<file path="src/rtl/intersection_pkg.sv">
// Shared types and elaboration-time checks for the two-way intersection controller.
package intersection_pkg;

  typedef enum logic [2:0] {
    MAIN_GREEN  = 3'd0,
    MAIN_YELLOW = 3'd1,
    ALL_RED_1   = 3'd2,
    SIDE_GREEN  = 3'd3,
    SIDE_YELLOW = 3'd4,
    ALL_RED_2   = 3'd5
  } state_t;

  typedef struct packed {
    logic g;
    logic y;
    logic r;
  } light_t;

  // Every duration must be at least one cycle and its load value (duration-1) must fit the timer.
  function automatic bit durations_ok(input int nbits, input int t_main, input int t_side,
                                      input int t_yel, input int t_ar);
    int mx;
    mx = t_main;
    if (t_side > mx) mx = t_side;
    if (t_yel > mx) mx = t_yel;
    if (t_ar > mx) mx = t_ar;
    return (t_main >= 1) && (t_side >= 1) && (t_yel >= 1) && (t_ar >= 1) &&
           (nbits >= 1) && (nbits <= 30) && ((mx - 1) < (1 << nbits));
  endfunction

endpackage

</file>
<file path="src/rtl/phase_timer.sv">
// Loadable down-counter that saturates at zero; flags zero for the phase FSM.
module phase_timer #(
  parameter int NBITS_TIMER = 4,
  parameter int RESET_VAL   = 0
) (
  input  logic                   clk,
  input  logic                   reset,
  input  logic                   load,
  input  logic [NBITS_TIMER-1:0] load_val,
  output logic                   zero
);

  logic [NBITS_TIMER-1:0] cnt_q, cnt_d;

  always_comb begin
    cnt_d = cnt_q;
    if (load) begin
      cnt_d = load_val;
    end else if (cnt_q != '0) begin
      cnt_d = cnt_q - 1'b1;
    end
  end

  always_ff @(posedge clk) begin
    if (reset) begin
      cnt_q <= NBITS_TIMER'(RESET_VAL);
    end else begin
      cnt_q <= cnt_d;
    end
  end

  assign zero = (cnt_q == '0);

endmodule

</file>
<file path="src/rtl/intersection_ctrl.sv">
// Main/side intersection sequencer with pedestrian walk on the side phase.
// Main street rests on green and yields only after its minimum time when a request is pending.
module intersection_ctrl
  import intersection_pkg::*;
#(
  parameter int T_MAIN_MIN  = 8,
  parameter int T_SIDE      = 6,
  parameter int T_YEL       = 3,
  parameter int T_AR        = 2,
  parameter int NBITS_TIMER = 4
) (
  input  logic       clk,
  input  logic       reset,
  input  logic       sensor_side,
  input  logic       ped_req,
  output logic       main_g,
  output logic       main_y,
  output logic       main_r,
  output logic       side_g,
  output logic       side_y,
  output logic       side_r,
  output logic       ped_walk,
  output logic [2:0] phase
);

  if (!durations_ok(NBITS_TIMER, T_MAIN_MIN, T_SIDE, T_YEL, T_AR)) begin : g_bad_durations
    $error("intersection_ctrl: phase durations must be >=1 and fit NBITS_TIMER");
  end

  localparam logic [NBITS_TIMER-1:0] LD_MAIN = NBITS_TIMER'(T_MAIN_MIN - 1);
  localparam logic [NBITS_TIMER-1:0] LD_SIDE = NBITS_TIMER'(T_SIDE - 1);
  localparam logic [NBITS_TIMER-1:0] LD_YEL  = NBITS_TIMER'(T_YEL - 1);
  localparam logic [NBITS_TIMER-1:0] LD_AR   = NBITS_TIMER'(T_AR - 1);

  state_t                 state_q, state_d;
  logic                   ped_pending_q, ped_pending_d;
  logic                   walk_grant_q, walk_grant_d;
  logic                   tmr_load, tmr_zero;
  logic [NBITS_TIMER-1:0] tmr_val;
  logic                   grant_evt, leave_side;
  light_t                 main_l, side_l;

  phase_timer #(
    .NBITS_TIMER(NBITS_TIMER),
    .RESET_VAL  (T_MAIN_MIN - 1)
  ) u_timer (
    .clk     (clk),
    .reset   (reset),
    .load    (tmr_load),
    .load_val(tmr_val),
    .zero    (tmr_zero)
  );

  always_comb begin
    state_d    = state_q;
    tmr_load   = 1'b0;
    tmr_val    = LD_MAIN;
    grant_evt  = 1'b0;
    leave_side = 1'b0;
    case (state_q)
      // Main green holds with the timer parked at zero until someone asks to cross.
      MAIN_GREEN: if (tmr_zero && (sensor_side || ped_pending_q || ped_req)) begin
        state_d   = MAIN_YELLOW;
        tmr_load  = 1'b1;
        tmr_val   = LD_YEL;
        grant_evt = 1'b1;
      end
      MAIN_YELLOW: if (tmr_zero) begin
        state_d  = ALL_RED_1;
        tmr_load = 1'b1;
        tmr_val  = LD_AR;
      end
      ALL_RED_1: if (tmr_zero) begin
        state_d  = SIDE_GREEN;
        tmr_load = 1'b1;
        tmr_val  = LD_SIDE;
      end
      SIDE_GREEN: if (tmr_zero) begin
        state_d    = SIDE_YELLOW;
        tmr_load   = 1'b1;
        tmr_val    = LD_YEL;
        leave_side = 1'b1;
      end
      SIDE_YELLOW: if (tmr_zero) begin
        state_d  = ALL_RED_2;
        tmr_load = 1'b1;
        tmr_val  = LD_AR;
      end
      ALL_RED_2: if (tmr_zero) begin
        state_d  = MAIN_GREEN;
        tmr_load = 1'b1;
        tmr_val  = LD_MAIN;
      end
      default: begin
        state_d  = MAIN_GREEN;
        tmr_load = 1'b1;
        tmr_val  = LD_MAIN;
      end
    endcase
  end

  // A request on the grant cycle is folded into this walk; any later one waits for the next cycle.
  always_comb begin
    ped_pending_d = grant_evt ? 1'b0 : (ped_pending_q | ped_req);
    walk_grant_d  = walk_grant_q;
    if (grant_evt) begin
      walk_grant_d = ped_pending_q | ped_req;
    end else if (leave_side) begin
      walk_grant_d = 1'b0;
    end
  end

  always_ff @(posedge clk) begin
    if (reset) begin
      state_q       <= MAIN_GREEN;
      ped_pending_q <= 1'b0;
      walk_grant_q  <= 1'b0;
    end else begin
      state_q       <= state_d;
      ped_pending_q <= ped_pending_d;
      walk_grant_q  <= walk_grant_d;
    end
  end

  always_comb begin
    main_l = '{g: 1'b0, y: 1'b0, r: 1'b1};
    side_l = '{g: 1'b0, y: 1'b0, r: 1'b1};
    case (state_q)
      MAIN_GREEN:  main_l = '{g: 1'b1, y: 1'b0, r: 1'b0};
      MAIN_YELLOW: main_l = '{g: 1'b0, y: 1'b1, r: 1'b0};
      SIDE_GREEN:  side_l = '{g: 1'b1, y: 1'b0, r: 1'b0};
      SIDE_YELLOW: side_l = '{g: 1'b0, y: 1'b1, r: 1'b0};
      default: ;
    endcase
  end

  assign main_g   = main_l.g;
  assign main_y   = main_l.y;
  assign main_r   = main_l.r;
  assign side_g   = side_l.g;
  assign side_y   = side_l.y;
  assign side_r   = side_l.r;
  assign ped_walk = walk_grant_q && (state_q == SIDE_GREEN);
  assign phase    = state_q;

endmodule

</file>
<file path="config.mk">
export PLATFORM = sky130hd
export DESIGN_NAME = intersection_ctrl
export DESIGN_NICKNAME = d
export VERILOG_FILES = /design/src/rtl/intersection_pkg.sv /design/src/rtl/phase_timer.sv /design/src/rtl/intersection_ctrl.sv
export SDC_FILE = /design/constraint.sdc
export NUM_CORES = 1
export LEC_CHECK = 0
export BUFFER_PORTS_ARGS = -buffer_cell sky130_fd_sc_hd__buf_4
export CELL_PAD_IN_SITES_DETAIL_PLACEMENT = 0
export CELL_PAD_IN_SITES_GLOBAL_PLACEMENT = 2
export CORE_MARGIN = 2
export CORE_UTILIZATION = 25
export CTS_CLUSTER_DIAMETER = 50
export CTS_CLUSTER_SIZE = 14
export DETAILED_ROUTE_END_ITERATION = 8
export GPL_TIMING_DRIVEN = 0
export PLACE_DENSITY_LB_ADDON = 0.08
export REMOVE_ABC_BUFFERS = 1
export SLEW_MARGIN = 40
export SYNTH_ARGS = -nofsm -noshare
export SYNTH_HDL_FRONTEND = slang
export SYNTH_HIERARCHICAL = 1
export SYNTH_SLANG_ARGS = --single-unit
</file>
<file path="constraint.sdc">
create_clock -name clk -period 1.9 [get_ports clk]
set_clock_uncertainty 0.2 [all_clocks]
set_input_delay 0.19 -clock clk [delete_from_list [all_inputs] [get_ports clk]]
set_output_delay 0.19 -clock clk [all_outputs]
set_load 0.02 [all_outputs]
</file>
Yosys cells after proc, flatten, opt, wreduce, memory -nomap -nowiden
Index checks and enable logic that the tools add are counted.
- register bits: 9
- bits of input ports: 4
- output and inout bits: 10
- add/subtract/negate cells: 1
- equal/unequal tests: 11
- mux-type cells: 23
- bitwise logic cells: 1
- reduce and logical (&&, ||, !) cells: 13
- operator list (kind ; count):
    $mux 3 ; 9
    $pmux 3 s6 ; 1
    $pmux 4 s4 ; 1
    $ne 2x2->1 const B ; 6
    $pmux 3 s2 ; 2
    $mux 4 ; 2
    $eq 3x2->1 const B ; 2
    $eq 3x3->1 const B ; 2
    $mux 1 ; 6
    $reduce_and 6->1 ; 1
    $reduce_or 5->1 ; 1
    $logic_not 4->1 ; 1
    $reduce_bool 2->1 ; 2
    $reduce_bool 4->1 ; 1
    $reduce_or 2->1 ; 2
    $sub 4x1->4 const B ; 1
    $eq 3x1->1 const B ; 1
    $logic_not 3->1 ; 1
    $logic_and 1x1->1 ; 2
    $logic_or 1x1->1 ; 2
    $mux 2 ; 1
    $pmux 1 s2 ; 1
    $or 1x1->1 ; 1

Depth between registers and ports, before layout
Gate-level depths: netlist (run 1).
- depth in word-level cells: 6
- mapped depth: 7
- mapped depth without buffers: 7

Hierarchy
Netlist (run 1), hierarchy kept.
- by module, submodules not included (module ; instances ; cells an instance ; area each (um2)):
    intersection_ctrl ; 1 ; 48 ; 329.1
    phase_timer ; 1 ; 24 ; 224.0

Worst setup path before layout (run 1)
No wires, ideal clock.
- path type: flip-flop to flip-flop
- from: register u_timer.cnt_q[0]
- to: register walk_grant_q
- arrival time: 1.781 ns
- data required time: 1.584 ns
- path slack: -0.197 ns
- stages on the path, launching flop included: 7
- path through: dfxtp_1 inv_1 ha_1 nor3b_4 or4b_1 or2_0 a41o_1
- word-level cells in the longest chain between the ends: 5
- elaborated cells between the ends (all ways): 8
- classes of those cells: mux: 5; reduce/logical: 3
- RTL lines (element ; RTL line ; source):
    from (decl) ; phase_timer.sv:13 ; logic [NBITS_TIMER-1:0] cnt_q, cnt_d;
    from (signal assigned) ; phase_timer.sv:26 ; cnt_q <= NBITS_TIMER'(RESET_VAL);
    from (signal assigned) ; phase_timer.sv:28 ; cnt_q <= cnt_d;
    $logic_not 4->1 (*) ; phase_timer.sv:32 ; assign zero = (cnt_q == '0);
    via tmr_zero ; intersection_ctrl.sv:38 ; logic tmr_load, tmr_zero;
    $logic_and 1x1->1 ; intersection_ctrl.sv:62 ; MAIN_GREEN: if (tmr_zero && (sensor_side || ped_pending_q || ped_req)) begin
    $mux 1 ; intersection_ctrl.sv:62 ;
    $mux 1 ; intersection_ctrl.sv:60 ; case (state_q)
    $mux 1 / $reduce_bool 2->1 (equally long branches) ; - ;
    to (signal assigned) ; intersection_ctrl.sv:121 ; walk_grant_q <= walk_grant_d;
    to (decl) ; intersection_ctrl.sv:37 ; logic walk_grant_q, walk_grant_d;
Mark *: on every way through the listed nets, which the timed path passes. The rest lies on a longest branch.
A chain may end at the register's enable or synchronous reset.

Final worst setup path (run 1)
Ends and elaborated chain as after synthesis.

==> metrics.yaml, run 1 <==
floorplanning:
  start_util_pct: 25.7
  dieArea_um2: 2600
  die_y_um: 51.0
  die_w_um: 51.0
  num_io_pins: 14
  core.rowCount: 17
  core_area_um2: 2150
yosys:
  async_flop_share_pct: 0
  synthAdderAreaFrac_pct: 2.26
  ys_ff_latch: 9
  yosys_warnings: 6
  netlist_area_um2: 553
  synth.distinct_cells: 31
  synth_mux_area_share_pct: 2.04
  synth-edff-count: 0
  yosys.area_share.simple_pct: 38.7
  synth_top_family_by_area: "simple AND/OR/NAND/NOR gates"
  synth-seq-area-share_pct: 32.6
  avgSynthCellArea_um2: 7.68
  ys.flop_type: "dfxtp_1"
  synth_compound_area_share_pct: 13.3
  synthXorXnorAreaFrac_pct: 6.33
  syn_inst: 72
final_layout:
  register_area_um2: 185
  fin_cells: 130
  final_cell_mix: "buf_4 (26), nor2_1 (6), nor3_1 (6), nand2_1 (6), dfxtp_1 (5)"
  final_common_cell: "buf_4"
  diodes: 0
  nets: 108
  drive_gt1_share_pct: 49.0
  syn_to_final_growth_pct: 59.5
  final_area_um2: 882
  multi_input_area_um2: 404
  nFillCells: 224
worst_setup_path:
  cp.required_ns: 1.86
  crit_fanout: 3
  cp.arrival_ns: 1.85
  crit_type: "flip-flop to flip-flop"
  cp-end-kind: "flip-flop"
  cp_num_buf_inv: 1
  worst_path_dominant_cell_family: "simple AND/OR/NAND/NOR gates"
  crit_path_max_incr_delay_ns: 0.49
  cp-start-kind: "flip-flop"
  path_cells: "inv_2 > ha_4 > nor3b_4 > or4b_4 > or2_0 > a41o_1"
  cp_slowest_cell: "or4b_4"
hold_path:
  min_path_type: "primary input to flip-flop"
clock_tree:
  cts_tree: "done"
  clk_latency_ns: 0.26
  numCtsBuffers: 3
  clockBufferDepth: 2
  cts_root_buf: "clkbuf_4"
  clk_pin_slew_ns: 0.07
  cts.sinks: 9
  cts.htree.levels: 1
place:
  dpl-instance-area_um2: 678
  dpl.hpwl_um: 942
  place_worst_setup_slack_ns: -0.419
  routabilityCongestion: 0.646
  io_buffers: 13
  place_inst: 111
timing:
  fin_ws_ns: 0.00496
  holdWs_ns: 0.0574
  max_freq_ghz: 0.528
  fin_crit_ns: 1.90
  setup_violations: 0
  fin_tns_setup_ns: 0
  hold_violations: 0
  rsz0062_at_grt: "true"
  timing.final.crit_share_pct: 99.7
  slew_viol_final: 0
power_and_ir_drop:
  p_leak_nw: 0.388
  ir_drop_mv: 0.241
  power.density_nw_per_um2: 505
detailed_routing:
  ant_nets: 0
  drc: 0
  wl_mm: 1.53
  first_pass_iters: 3
  vias: 580
  drtIter0Drc: 3
  viasPerCell: 4.46
  wire_per_inst_um: 11.8
global_route:
  grt-ovfl-total: 0
  grt_pass1_vias: 595
  grt_usage_pct: 14.1
  grt_max_degree: 15
  antenna_found_initial: 0
  grt_first_pass_wirelength_mm: 2.67
run_status:
  status: "completed"
flow_run:
  max_cap_violations: 0
-- path summary, 6_finish.rpt --
| path | start | end | slack, ns | cells after the start |
|---|---|---|---|---|
| setup / recovery | u_timer/cnt_q[0] | walk_grant_q | 0.005 | 6 |
| hold / removal | ped_req | ped_pending_q | 0.06 | 3 |
| setup reg to reg | u_timer/cnt_q[0] | walk_grant_q | 0.005 | 6 |
| hold reg to reg | walk_grant_q | walk_grant_q | 0.32 | 1 |
-- cell families after synthesis --
| kind of cell | Yosys count |
|---|---|
| compound gates | 13 |
| xor+xnor | 4 |
| fa+ha+maj | 1 |
| buf+inv | 6 |
| flops | 9 |
| mux | 1 |
| other cells | 1 |
| simple gates | 37 |
-- where the power goes --
group          switching [mW]  total, mW  leakage, nW  internal (mW)
registers             0.00716      0.205       0.0741          0.198
logic                  0.0327     0.0884        0.299         0.0557
clock network          0.0707      0.152       0.0150         0.0811
-- layout make-up --
type | count | area share [%]
clock buffer | 4 | 2.98
inverter | 4 | 1.70
sequential | 9 | 21.0
tap | 28 | 3.97
timing repair buffer | 28 | 24.5
multi-input combinational | 57 | 45.8
-- per-stage QoR --
step	utilization, %	power (mW)
after floorplan	-	0.235
after global placement	31.6	0.250
after detailed placement	31.6	0.249
after CTS	39.9	0.448
after global routing	41.1	0.475
final	41.1	0.445
-- layer usage --
layer / track usage, % / up-vias / share of wire [%]
li1: - / 305 / -
met1: 17.1 / 263 / 50
met2: 22.1 / 10 / 45
met3: 3.51 / 2 / 4.3
met4: 9.01 / 0 / 0.92
met5: 0 / - / 0
-- Yosys cell counts (2+ instances only) --
library cell	n	area share [%]
nor2b_1	2	2.3
clkbuf_1	2	1.4
o21ai_0	3	2.7
xnor2_1	3	4.8
nor3_1	6	5.4
inv_1	4	2.7
dfxtp_1	9	33
nand2_1	6	4.1
a21oi_1	5	4.5
o21ai_1	2	1.8
or2_2	2	2.3
nor3b_1	2	2.7
nor2_1	8	5.4
-- registers in the layout, summed over array words and instances (netlist names) --
register	count
ped_pending_q	1
phase	3
u_timer/cnt_q	4
walk_grant_q	1
-- worst min-delay path, delay by kind of cell --
family,cells,cell delay [ns]
and+or+nand+nor,2,0.19
buffers and inverters,1,0.09
-- what timing repair did --
action / CTS / global route
cloned: 0 / 0
resized for setup: 10 / 9
pin swaps: 4 / 5
hold buffers: 1 / 0
endpoints found under the setup margin: 6 / 8
endpoints found under the hold margin: 3 / 0
buffers inserted: 15 / 1
No activity file was read; power rests on OpenSTA's default activity.
==> inputs of run 2 (changes only) <==
--- a/config.mk
+++ b/config.mk
@@ -10,12 +10,12 @@
 export CELL_PAD_IN_SITES_GLOBAL_PLACEMENT = 2
 export CORE_MARGIN = 2
 export CORE_UTILIZATION = 25
-export CTS_CLUSTER_DIAMETER = 50
 export CTS_CLUSTER_SIZE = 14
 export DETAILED_ROUTE_END_ITERATION = 8
 export GPL_TIMING_DRIVEN = 0
 export PLACE_DENSITY_LB_ADDON = 0.08
 export REMOVE_ABC_BUFFERS = 1
+export SETUP_SLACK_MARGIN = 0.05
 export SLEW_MARGIN = 40
 export SYNTH_ARGS = -nofsm -noshare
 export SYNTH_HDL_FRONTEND = slang
==> run 2 against run 1 <==
The flow now finishes with violations (negative setup slack). Critical path depth stayed put. Wire length rose by 6.5%. Power grew 1.1%. Final area grew 5.1%. First-iteration DRC count decreased by 33%. Flip-flop and latch count is the same. Core utilization rose by 2.1 points. Highest routed layer unchanged. Clock power hardly changed. Setup slack lost 0.0076 ns. Maximum frequency decreased by 0.40%.
==> metrics.yaml, run 2 (synthesis results as in run 1) <==
run_status:
  status: "finished with violations"  # was completed
  violations: "negative setup slack"
timing:
  fin_ws_ns: -0.00265  # was 0.00496 ns
  timing.final.crit_share_pct: 100  # was 99.7%
  setup_violations: 1  # was 0
  holdWs_ns: 0.0545  # was 0.0574 ns
  hold_violations: 0  # unchanged
  fin_crit_ns: 1.90  # about the same
  max_freq_ghz: 0.526  # was 0.528 GHz
  rsz0062_at_grt: "true"  # unchanged
  slew_viol_final: 0  # unchanged
floorplanning:
  core.rowCount: 17  # unchanged
  num_io_pins: 14  # unchanged
  start_util_pct: 25.7  # unchanged
  core_area_um2: 2150  # unchanged
  dieArea_um2: 2600  # unchanged
  die_w_um: 51.0  # unchanged
  die_y_um: 51.0  # unchanged
detailed_routing:
  viasPerCell: 4.57  # was 4.46
  vias: 603  # was 580
  ant_nets: 0  # unchanged
  wl_mm: 1.63  # was 1.53 mm
  wire_per_inst_um: 12.3  # was 11.8 um
  first_pass_iters: 4  # was 3
  drtIter0Drc: 2  # was 3
  drc: 0  # unchanged
worst_setup_path:
  cp-start-kind: "flip-flop"  # unchanged
  worst_path_dominant_cell_family: "simple AND/OR/NAND/NOR gates"  # unchanged
  cp.required_ns: 1.86  # about the same
  crit_fanout: 3  # unchanged
  cp-end-kind: "flip-flop"  # unchanged
  cp_num_buf_inv: 1  # unchanged
  cp.arrival_ns: 1.86  # was 1.85 ns
  crit_path_max_incr_delay_ns: 0.49  # about the same
  cp_slowest_cell: "or4b_4"  # unchanged
  crit_type: "flip-flop to flip-flop"  # unchanged
  path_cells: "inv_2 > ha_4 > nor3b_4 > or4b_4 > or2_0 > a41o_1"  # unchanged
clock_tree:
  numCtsBuffers: 3  # unchanged
  clk_pin_slew_ns: 0.07  # about the same
  clockBufferDepth: 2  # unchanged
  clk_latency_ns: 0.26  # about the same
  cts_root_buf: "clkbuf_4"  # unchanged
  cts_tree: "done"  # unchanged
  cts.sinks: 9  # unchanged
  cts.htree.levels: 1  # unchanged
power_and_ir_drop:
  pwr-share-comb_pct: 20.3  # was 19.9%
  p_clk_share_pct: 34.1  # about the same
  ir_drop_mv: 0.236  # was 0.241 mV
  p_switching_mw: 0.114  # was 0.111 mW
  p_sw_share_pct: 25.3  # was 24.8%
  power.density_nw_per_um2: 485  # was 505 nW/um2
  p_int_mw: 0.336  # was 0.334 mW
  power_frac_seq_pct: 45.5  # was 46.0%
  p_leak_nw: 0.404  # was 0.388 nW
final_layout:
  diodes: 0  # unchanged
  regMostFlops: "u_timer/cnt_q"  # unchanged
  syn_to_final_growth_pct: 67.6  # was 59.5%
  final_cell_mix: "buf_4 (25), nor2_1 (6), nor3_1 (6), nand2_1 (6), dfxtp_2 (5)"  # was buf_4 (26), nor2_1 (6), nor3_1 (6), nand2_1 (6), dfxtp_1 (5)
  final_common_cell: "buf_4"  # unchanged
  nets: 110  # was 108
  fin_cells: 132  # was 130
  drive_gt1_share_pct: 51.9  # was 49.0%
  largest_reg_flops: 4  # unchanged
hold_path:
  min_path_type: "primary input to flip-flop"  # unchanged
global_route:
  antenna_found_initial: 0  # unchanged
  grt_max_degree: 15  # unchanged
  grt_pass1_vias: 598  # was 595
  grt-ovfl-total: 0  # unchanged
  grt_usage_pct: 14.1  # unchanged
  grt_first_pass_wirelength_mm: 2.67  # unchanged
place:
  place_inst: 111  # unchanged
  dpl.hpwl_um: 942  # unchanged
  routabilityCongestion: 0.646  # unchanged
  io_buffers: 13  # unchanged
flow_run:
  max_cap_violations: 0  # unchanged
[run 2: changes by cell type in the layout (fill, tap and decap cells not counted), sizes merged]
| cell | previous run | this run |
|---|---|---|
| buf | 27 | 29 |
[run 2: stage by stage]
step	instance area (um2)	power, mW	utilization [%]	worst slack, ns	setup TNS, ns
after floorplan	546	0.235	-	-0.197	-0.200
after global placement	678	0.250	31.6	-0.427	-1.36
after detailed placement	678	0.249	31.6	-0.419	-1.26
after CTS	857	0.448	39.9	-0.0416	-0.0662
after global routing	927	0.477	43.2	-0.0425	-0.0425
final	927	0.450	43.2	-0.00265	-0.00265
[run 2: path summary, 6_finish.rpt]
check	from	to	slack (ns)	cells past startpoint
worst max-delay path	u_timer/cnt_q[1]	walk_grant_q	-0.003	6
worst min-delay path	ped_req	ped_pending_q	0.05	3
worst max register to register	u_timer/cnt_q[1]	walk_grant_q	-0.003	6
worst min register to register	walk_grant_q	walk_grant_q	0.32	1
[run 2: final cells by class]
| type | instances | area (um2) |
|---|---|---|
| repair buffers | 30 | 243 |
| flip-flops and latches | 9 | 186 |
| fillers | 219 | 1220 |
| clock buffers | 4 | 26.3 |
| well taps | 28 | 35.0 |
| multi-input cells | 57 | 422 |
| inverters | 4 | 15.0 |
[run 2: metal layers]
layer / vias up / part of all wire (%) / global-route usage [%]
li1: 311 / - / -
met1: 280 / 48 / 17.1
met2: 10 / 47 / 22.1
met3: 2 / 4.0 / 3.51
met4: 0 / 0.86 / 9.01
met5: - / 0 / 0
[run 2: power groups by stage]
stage               clock [mW]  combinational [mW]  sequential (mW)
floorplan                    0              0.0287            0.206
global placement             0              0.0427            0.207
detailed placement           0              0.0426            0.207
CTS                      0.158              0.0851            0.205
global route             0.169               0.102            0.206
finish                   0.154              0.0913            0.205
[run 2: repair_timing]
action | in CTS | in global routing
endpoints found under the setup margin | 7 | 8
gates cloned | 0 | 0
hold endpoints to repair | 3 | 0
hold buffers | 1 | 0
setup buffers | 15 | 3
pin swaps | 4 | 7
gates resized for setup | 10 | 16
[run 2: worst min-delay path, cell delays in order]
cell     delay [ns]
buf_4          0.09
nor2_1         0.04
nor3b_1        0.15
==> inputs of run 3 (changes only) <==
--- a/config.mk
+++ b/config.mk
@@ -6,6 +6,7 @@
 export NUM_CORES = 1
 export LEC_CHECK = 0
 export BUFFER_PORTS_ARGS = -buffer_cell sky130_fd_sc_hd__buf_4
+export CAP_MARGIN = 25
 export CELL_PAD_IN_SITES_DETAIL_PLACEMENT = 0
 export CELL_PAD_IN_SITES_GLOBAL_PLACEMENT = 2
 export CORE_MARGIN = 2
==> constraint.sdc (replaced) <==
create_clock -name clk -period 1.9 [get_ports clk]
set_clock_uncertainty 0.2 [all_clocks]
set_input_delay 0.285 -clock clk [delete_from_list [all_inputs] [get_ports clk]]
set_output_delay 0.285 -clock clk [all_outputs]
set_load 0.02 [all_outputs]
==> run 3 against run 2 <==
The flow now finishes without violations. Register-to-register slack about the same. Largest cell class unchanged. Core utilization grew 0.58 points. Sequential share of layout area decreased by 0.27 points. Largest power group unchanged. Final area up 1.3%. First-iteration DRC count increased by 100%. Final cell count fell by 0.76%. Hold slack better by 0.029 ns. Clock-buffer cell count unchanged.
==> metrics.yaml, run 3 (synthesis results as in run 1) <==
worst_setup_path:
  cp.arrival_ns: 1.86  # about the same
  crit_fanout: 3  # unchanged
  cp-end-kind: "flip-flop"  # unchanged
  crit_type: "flip-flop to flip-flop"  # unchanged
  cp-start-kind: "flip-flop"  # unchanged
  cp.required_ns: 1.86  # about the same
global_route:
  grt_pass1_vias: 637  # was 598
  grt_usage_pct: 14.7  # was 14.1%
  grt_max_degree: 15  # unchanged
  grt-ovfl-total: 0  # unchanged
  antenna_found_initial: 0  # unchanged
  grt_first_pass_wirelength_mm: 2.80  # was 2.67 mm
clock_tree:
  cts_root_buf: "clkbuf_4"  # unchanged
  cts_tree: "done"  # unchanged
  clk_latency_ns: 0.26  # about the same
  cts.sinks: 9  # unchanged
  clockBufferDepth: 2  # unchanged
  numCtsBuffers: 3  # unchanged
  cts-hold-fix-buffers: 0  # was 1
  cts.htree.levels: 1  # unchanged
  clk_pin_slew_ns: 0.07  # about the same
final_layout:
  final_core_util_pct: 43.7  # was 43.2%
  diodes: 0  # unchanged
  fin_cells: 131  # was 132
  multi_input_area_um2: 429  # was 422 um2
  final_cell_mix: "buf_4 (21), buf_6 (8), nor2_1 (6), nand2_1 (6)"  # was buf_4 (25), nor2_1 (6), nor3_1 (6), nand2_1 (6), dfxtp_2 (5)
  largest_reg_flops: 4  # unchanged
  nets: 109  # was 110
  final_common_cell: "buf_4"  # unchanged
  drive_gt1_share_pct: 53.4  # was 51.9%
  nFillCells: 216  # was 219
  register_area_um2: 186  # unchanged
  regMostFlops: "u_timer/cnt_q"  # unchanged
  syn_to_final_growth_pct: 69.9  # was 67.6%
place:
  place_worst_setup_slack_ns: -0.419  # unchanged
  io_buffers: 13  # unchanged
  place_inst: 111  # unchanged
  dpl.hpwl_um: 942  # unchanged
  routabilityCongestion: 0.646  # unchanged
detailed_routing:
  viasPerCell: 4.59  # was 4.57
  first_pass_iters: 4  # unchanged
  vias: 601  # was 603
  wire_per_inst_um: 12.4  # was 12.3 um
  ant_nets: 0  # unchanged
  drc: 0  # unchanged
  drtIter0Drc: 4  # was 2
  wl_mm: 1.62  # was 1.63 mm
floorplanning:
  dieArea_um2: 2600  # unchanged
  core.rowCount: 17  # unchanged
  die_w_um: 51.0  # unchanged
  die_y_um: 51.0  # unchanged
  num_io_pins: 14  # unchanged
  start_util_pct: 25.7  # unchanged
  core_area_um2: 2150  # unchanged
hold_path:
  min_path_type: "primary input to flip-flop"  # unchanged
power_and_ir_drop:
  p_leak_nw: 0.407  # was 0.404 nW
  ir_drop_mv: 0.247  # was 0.236 mV
  power.density_nw_per_um2: 490  # was 485 nW/um2
timing:
  max_freq_ghz: 0.526  # about the same
  rsz0062_at_grt: "true"  # unchanged
  slew_viol_final: 0  # unchanged
  hold_violations: 0  # unchanged
  fin_crit_ns: 1.90  # about the same
  timing.final.crit_share_pct: 100  # about the same
  fin_ws_ns: 0.0000495  # was -0.00265 ns
  setup_violations: 0  # was 1
run_status:
  status: "completed"  # was finished with violations
flow_run:
  max_cap_violations: 0  # unchanged
-- run 3: critical path: stages (launching register included) --
cell	delay, ns
dfxtp_2	0.33
inv_2	0.07
ha_4	0.13
nor3b_4	0.21
or4b_4	0.49
or2_0	0.21
a41o_1	0.17
-- run 3: final timing paths --
kind                                       start            to  slack, ns  cells after the start
worst max-delay path            u_timer/cnt_q[1]  walk_grant_q    0.00005                      6
worst min register to register      walk_grant_q  walk_grant_q       0.32                      1
worst max register to register  u_timer/cnt_q[1]  walk_grant_q    0.00005                      6
worst min-delay path                       reset      phase[2]       0.08                      2
-- run 3: layout make-up --
class / count / share of cell area (%)
Tap cell: 28 / 3.73
Sequential cell: 9 / 19.8
Clock buffer: 4 / 2.80
Multi-Input combinational cell: 57 / 45.7
Inverter: 4 / 1.60
Timing Repair Buffer: 29 / 26.4
-- run 3: what timing repair did --
action,CTS,global route
pin swaps,6,9
setup buffers,16,1
gates cloned,0,0
gates resized for setup,18,14
setup endpoints to repair,9,8
-- run 3: metal layers --
metal	part of all wire (%)	vias to the layer above	global-route usage (%)
met1	46	278	17.0
met3	4.5	2	3.51
li1	-	309	-
met4	0.87	0	9.01
met2	48	12	24.2
met5	0	-	0
-- run 3: stage by stage --
stage	cell area (um2)	TNS [ns]	power (mW)	hold WS (ns)
global route	940	-0.0521	0.489	0.0884
CTS	883	-0.0552	0.449	0.0684
floorplan	546	-0.200	0.235	0.154
finish	940	0	0.461	0.0830
detailed placement	678	-1.26	0.249	0.297
global placement	678	-1.36	0.250	0.290
-- run 3: power breakdown --
| part | switching [mW] | internal (mW) | leakage [nW] |
|---|---|---|---|
| Clock | 0.0714 | 0.0811 | 0.0150 |
| Combinational | 0.0370 | 0.0661 | 0.317 |
| Sequential | 0.00708 | 0.198 | 0.0746 |
| Total | 0.116 | 0.345 | 0.407 |
